[config.mk]
export PLATFORM = sky130hd
export DESIGN_NAME = seq_multiplier
export DESIGN_NICKNAME = d
export VERILOG_FILES = /design/src/rtl/alu_pkg.sv /design/src/rtl/booth_step.sv /design/src/rtl/seq_multiplier.sv
export SDC_FILE = /design/constraint.sdc
export NUM_CORES = 1
export LEC_CHECK = 0
export CORE_MARGIN = 8
export CORE_UTILIZATION = 50
export CTS_CLUSTER_DIAMETER = 50
export CTS_CLUSTER_SIZE = 40
export DETAILED_ROUTE_END_ITERATION = 10
export GPL_TIMING_DRIVEN = 0
export HOLD_SLACK_MARGIN = 0.12
export PLACE_DENSITY = 0.73
export RECOVER_POWER = 50
export SLEW_MARGIN = 20
export SYNTH_ARGS = -nofsm -noshare
export SYNTH_HDL_FRONTEND = slang
export SYNTH_SLANG_ARGS = --single-unit
[constraint.sdc]
create_clock -name clk -period 5.1 [get_ports clk]
set_input_delay 1.02 -clock clk [delete_from_list [all_inputs] [get_ports clk]]
set_output_delay 1.02 -clock clk [all_outputs]
set_load 0.02 [all_outputs]
[src/rtl/alu_pkg.sv]
// Shared types and widths for the Execute-stage ALU datapath blocks.
package alu_pkg;
    typedef enum logic [1:0] {IDLE, CALC, DONE} mul_state_t;
    localparam int ALU_W = 18;
endpackage

[src/rtl/booth_step.sv]
// One radix-2 Booth iteration: conditional add/sub of the multiplicand into acc,
// then arithmetic right shift of {acc, mq, q_1}. Purely combinational.
module booth_step #(
    parameter int N = 18
) (
    input  logic [N:0]   i_acc,
    input  logic [N-1:0] i_mq,
    input  logic         i_q_1,
    input  logic [N:0]   i_mcand,
    output logic [N:0]   o_acc,
    output logic [N-1:0] o_mq,
    output logic         o_q_1
);
    logic [N:0] w_sum;

    always_comb begin
        w_sum = i_acc;
        case ({i_mq[0], i_q_1})
            2'b01:   w_sum = i_acc + i_mcand;
            2'b10:   w_sum = i_acc - i_mcand;
            default: w_sum = i_acc;
        endcase
    end

    assign o_acc = {w_sum[N], w_sum[N:1]};
    assign o_mq  = {w_sum[0], i_mq[N-1:1]};
    assign o_q_1 = i_mq[0];
endmodule

[src/rtl/seq_multiplier.sv]
// Multi-cycle signed Booth multiplier: N steps per operation, start/busy/done handshake,
// truncated N-bit result with signed overflow flag; car is always 0.
module seq_multiplier
    import alu_pkg::*;
#(
    parameter int N  = ALU_W,
    parameter int CW = $clog2(N+1)
) (
    input  logic         clk,
    input  logic         rst,
    input  logic         start,
    input  logic [N-1:0] A,
    input  logic [N-1:0] B,
    output logic         busy,
    output logic         done,
    output logic [N-1:0] out,
    output logic         overflow,
    output logic         car
);
    mul_state_t   r_state;
    mul_state_t   w_state_nxt;
    logic [N:0]   r_mcand;
    logic [N:0]   r_acc;
    logic [N-1:0] r_mq;
    logic         r_q_1;
    logic [CW-1:0] r_cnt;
    logic [N-1:0] r_out;
    logic         r_ovf;

    logic [N:0]   w_acc_nxt;
    logic [N-1:0] w_mq_nxt;
    logic         w_q_1_nxt;
    logic         w_last;
    logic [N:0]   w_hi;
    logic         w_ovf;

    booth_step #(.N(N)) u_step (
        .i_acc   (r_acc),
        .i_mq    (r_mq),
        .i_q_1   (r_q_1),
        .i_mcand (r_mcand),
        .o_acc   (w_acc_nxt),
        .o_mq    (w_mq_nxt),
        .o_q_1   (w_q_1_nxt)
    );

    assign w_last = (r_state == CALC) && (r_cnt == CW'(1));
    // Product bits 2N-1..N-1 must be a pure sign extension for the result to fit.
    assign w_hi   = {w_acc_nxt[N-1:0], w_mq_nxt[N-1]};
    assign w_ovf  = !((&w_hi) || (~|w_hi));

    always_comb begin
        w_state_nxt = r_state;
        case (r_state)
            IDLE:    if (start) w_state_nxt = CALC;
            CALC:    if (w_last) w_state_nxt = DONE;
            DONE:    w_state_nxt = IDLE;
            default: w_state_nxt = IDLE;
        endcase
    end

    always_ff @(posedge clk) begin
        if (rst) begin
            r_state <= IDLE;
            r_mcand <= '0;
            r_acc   <= '0;
            r_mq    <= '0;
            r_q_1   <= 1'b0;
            r_cnt   <= '0;
            r_out   <= '0;
            r_ovf   <= 1'b0;
        end else begin
            r_state <= w_state_nxt;
            case (r_state)
                IDLE: begin
                    if (start) begin
                        r_mcand <= {A[N-1], A};
                        r_acc   <= '0;
                        r_mq    <= B;
                        r_q_1   <= 1'b0;
                        r_cnt   <= CW'(N);
                    end
                end
                CALC: begin
                    r_acc <= w_acc_nxt;
                    r_mq  <= w_mq_nxt;
                    r_q_1 <= w_q_1_nxt;
                    r_cnt <= r_cnt - CW'(1);
                    if (w_last) begin
                        r_out <= w_mq_nxt;
                        r_ovf <= w_ovf;
                    end
                end
                default: ;
            endcase
        end
    end

    assign busy     = (r_state != IDLE);
    assign done     = (r_state == DONE);
    assign out      = r_out;
    assign overflow = r_ovf;
    assign car      = 1'b0;
endmodule
==> impl_metrics.ini <==
[outcome]
status = completed

[yosys]
syn_avg_cell_area_sq_um = 7.58
synth-edff-count = 0
synth_warnings = 0
yosysMostFrequentCell = nand2_1
synth_flop_cell = dfxtp_1
yosysTopAreaCell = dfxtp_1
synth_nets = 678
yosys.area.top_type_share = 0.347
synth_common_cells = nand2_1, a21oi_1, dfxtp_1, nor2_1, clkbuf_1
syn_inst = 616
ys_seq_area_frac = 0.347
netlist_area_sq_um = 4670
synthArstFlopShare = 0
ys_top_cells_by_area = dfxtp_1, a21oi_1, nand2_1, ha_1, nor2_1
synth_cell_types = 60
ys_seq_elements = 81

[placed_design]
place.gp.congestion = 0.890
dpl.cell_count = 785
io_buffers = 58
dp_hpwl_mm = 10.0

[floorplanning]
coreArea_sq_um = 9150
die_w_um = 113
num_io_pins = 61
dieArea_sq_um = 12700
floorplan.rows = 35
die_h_um = 113
initial_utilization = 0.510

[min_path]
hold_path.class = flop to flop
hold_depth = 2

[pwr]
seqPwrFrac = 0.416
internal_power_mw = 1.10
leakagePower_nw = 2.12
power_frac_comb = 0.283
pwr_density_cell_nw_per_um2 = 297
switching_share = 0.341
p_clk_frac = 0.300
irDropWorstVdd_mv = 0.191
p_sw_mw = 0.567

[worst_setup_path]
crit_arrival_ns = 4.69
end_kind = flop
timing.rr.end = overflow$_SDFFE_PP0P_
crit_start = r_mq[0]$_SDFFE_PP0P_
startpoint_type = flop
cp_max_fo = 10
crit_type = flop to flop
timing.rr.start = r_mq[0]$_SDFFE_PP0P_
rr_worst_depth = 15
endpoint = overflow$_SDFFE_PP0P_
rrSetupSlack_ns = 0.64
cp.required_ns = 5.33

[clock_tree]
cts_tree = done
holdBufCountCts = 0
clockBufferDepth = 2
ctsHtreeMaxLevel = 3
path_clk_slew_ns = 0.09
post-cts-setup-buffer-count = 0
clock_sinks = 81
cts_made_buffers = 9
cts-root-buf = clkbuf_8
cts_resized = 0
clkLatencyLatePin_ns = 0.35

[final_layout]
num-fill-cells = 855
nets = 747
final_util = 0.611
area_delta_synth_final_pct = 19.9
final_layout_size_suffix_gt1_frac = 0.0449
n_antenna_cell = 0
final_cells = 801

[timing]
finalCritPeriodShare = 0.874
period_minus_slack_ns = 4.46
worst_pin_slew_ns = 0.866
setup_viol = 0
clock_skew_ns = 0.00820
slew_violations = 0
relSlewSlack = 0.420
fin_tns_setup_ns = 0
hold_viol = 0
grt_setup_unrepaired = no
fmax_ghz = 0.224

[global_route]
global_route.overflow_total = 0
grt_max_degree = 16
track_usage = 0.202
grt_pass1_wl_mm = 21.1
antenna_found_initial = 0
first_global_vias = 4471

[routing]
drt-vias-per-instance = 5.87
ant_nets = 0
dr.pass1.iters = 4
routedWlPerCell_um = 16.2
vias = 4700
drcViolationCount = 0
wirelength_mm = 13.0
first_iter_violations = 186

[flow_run]
drv_cap = 0
==> worst min path at each step <==
| stage | startpoint | end | slack, ns |
|---|---|---|---|
| 6_report | out[3]$_SDFFE_PP0P_ | out[3]$_SDFFE_PP0P_ | 0.45 |
| 5_1_grt | out[14]$_SDFFE_PP0P_ | out[14]$_SDFFE_PP0P_ | 0.48 |
| 4_1_cts | out[14]$_SDFFE_PP0P_ | out[14]$_SDFFE_PP0P_ | 0.46 |
| 3_5_place_dp | out[14]$_SDFFE_PP0P_ | out[14]$_SDFFE_PP0P_ | 0.45 |
| 3_3_place_gp | out[13]$_SDFFE_PP0P_ | out[13]$_SDFFE_PP0P_ | 0.44 |
| 2_1_floorplan | r_cnt[4]$_SDFFE_PP0P_ | r_cnt[4]$_SDFFE_PP0P_ | 0.44 |
==> sequential cells by signal (all words and copies together), names as in the netlist <==
register and flops:
r_q_1 1, r_mq 18, overflow 1, r_state 2, out 18, r_acc 18
r_cnt 5, r_mcand 18
==> logic make-up after synthesis <==
group	count (synthesis)	synth area share
xor gates and xnor gates	19	0.0356
muxes	9	0.0201
DFF	81	0.347
and+or+nand+nor	264	0.266
AOI/OAI and AO/OA	167	0.224
other	1	0.000803
adders and majority gates	23	0.0632
buffers and inverters	52	0.0431
==> power by group through the flow <==
stage          clock network (mW)  logic, mW  registers (mW)
3_3_place_gp                    0      0.451           0.706
6_report                    0.500      0.471           0.693
3_5_place_dp                    0      0.464           0.707
2_1_floorplan                   0      0.334           0.700
4_1_cts                     0.504      0.467           0.693
5_1_grt                     0.531      0.518           0.698
==> stage by stage <==
step	hold WS [ns]	cell area [sq um]	power (mW)	setup WS (ns)
4_1_cts	0.461	5600	1.66	0.686
2_1_floorplan	0.435	4670	1.03	1.34
5_1_grt	0.479	5600	1.75	0.293
3_5_place_dp	0.448	5390	1.17	0.705
3_3_place_gp	0.443	5390	1.16	0.779
6_report	0.453	5600	1.66	0.642
==> cell type report <==
type / count / area (sq um) / share of cell area
Timing Repair Buffer: 58 / 581 / 0.104
Inverter: 16 / 60.1 / 0.0107
Sequential cell: 81 / 1620 / 0.290
Buffer: 36 / 141 / 0.0253
Clock inverter: 6 / 72.6 / 0.0130
Multi-Input combinational cell: 483 / 2840 / 0.508
Clock buffer: 10 / 138 / 0.0246
Tap cell: 111 / 139 / 0.0248
==> routing by layer <==
layer	part of all wire	vias to the layer above	GRT usage
li1	-	2335	-
met1	0.44	2215	0.240
met2	0.48	130	0.346
met3	0.064	20	0.0542
met4	0.015	0	0.0612
met5	0	-	0
==> critical path, stage by stage, from the launching register on <==
cell and delay, ns:
dfxtp_1 0.40, ha_1 0.17, clkbuf_1 0.34, clkbuf_1 0.43, nor2_1 0.13, xnor2_1 0.16
ha_1 0.37, a21o_1 0.22, a211o_1 0.32, o2111a_1 0.28, o21a_1 0.25, a21oi_1 0.22
mux2i_1 0.31, or3b_1 0.38, nor4_1 0.28, a211oi_2 0.08
==> cell usage in the layout, fill, tap and decap left out, types with 5 or more instances in the layout <==
cell               n
buf_1              6
nor4_1             6
dfxtp_1           81
nand2_1          111
clkbuf_8          10
inv_1             15
clkbuf_1          27
nand3_1           20
nand4_1            7
nand2b_1           5
and2_1             6
xnor2_1           17
dlygate4sd3_1     18
nor2b_1            7
ha_1              22
a31oi_1           12
mux2i_1            6
nor3_1            16
a21oi_1           88
a22oi_1           17
o21ai_0            9
clkdlybuf4s50_1   40
nor2_1            54
Power figures use the tool's default switching activity.
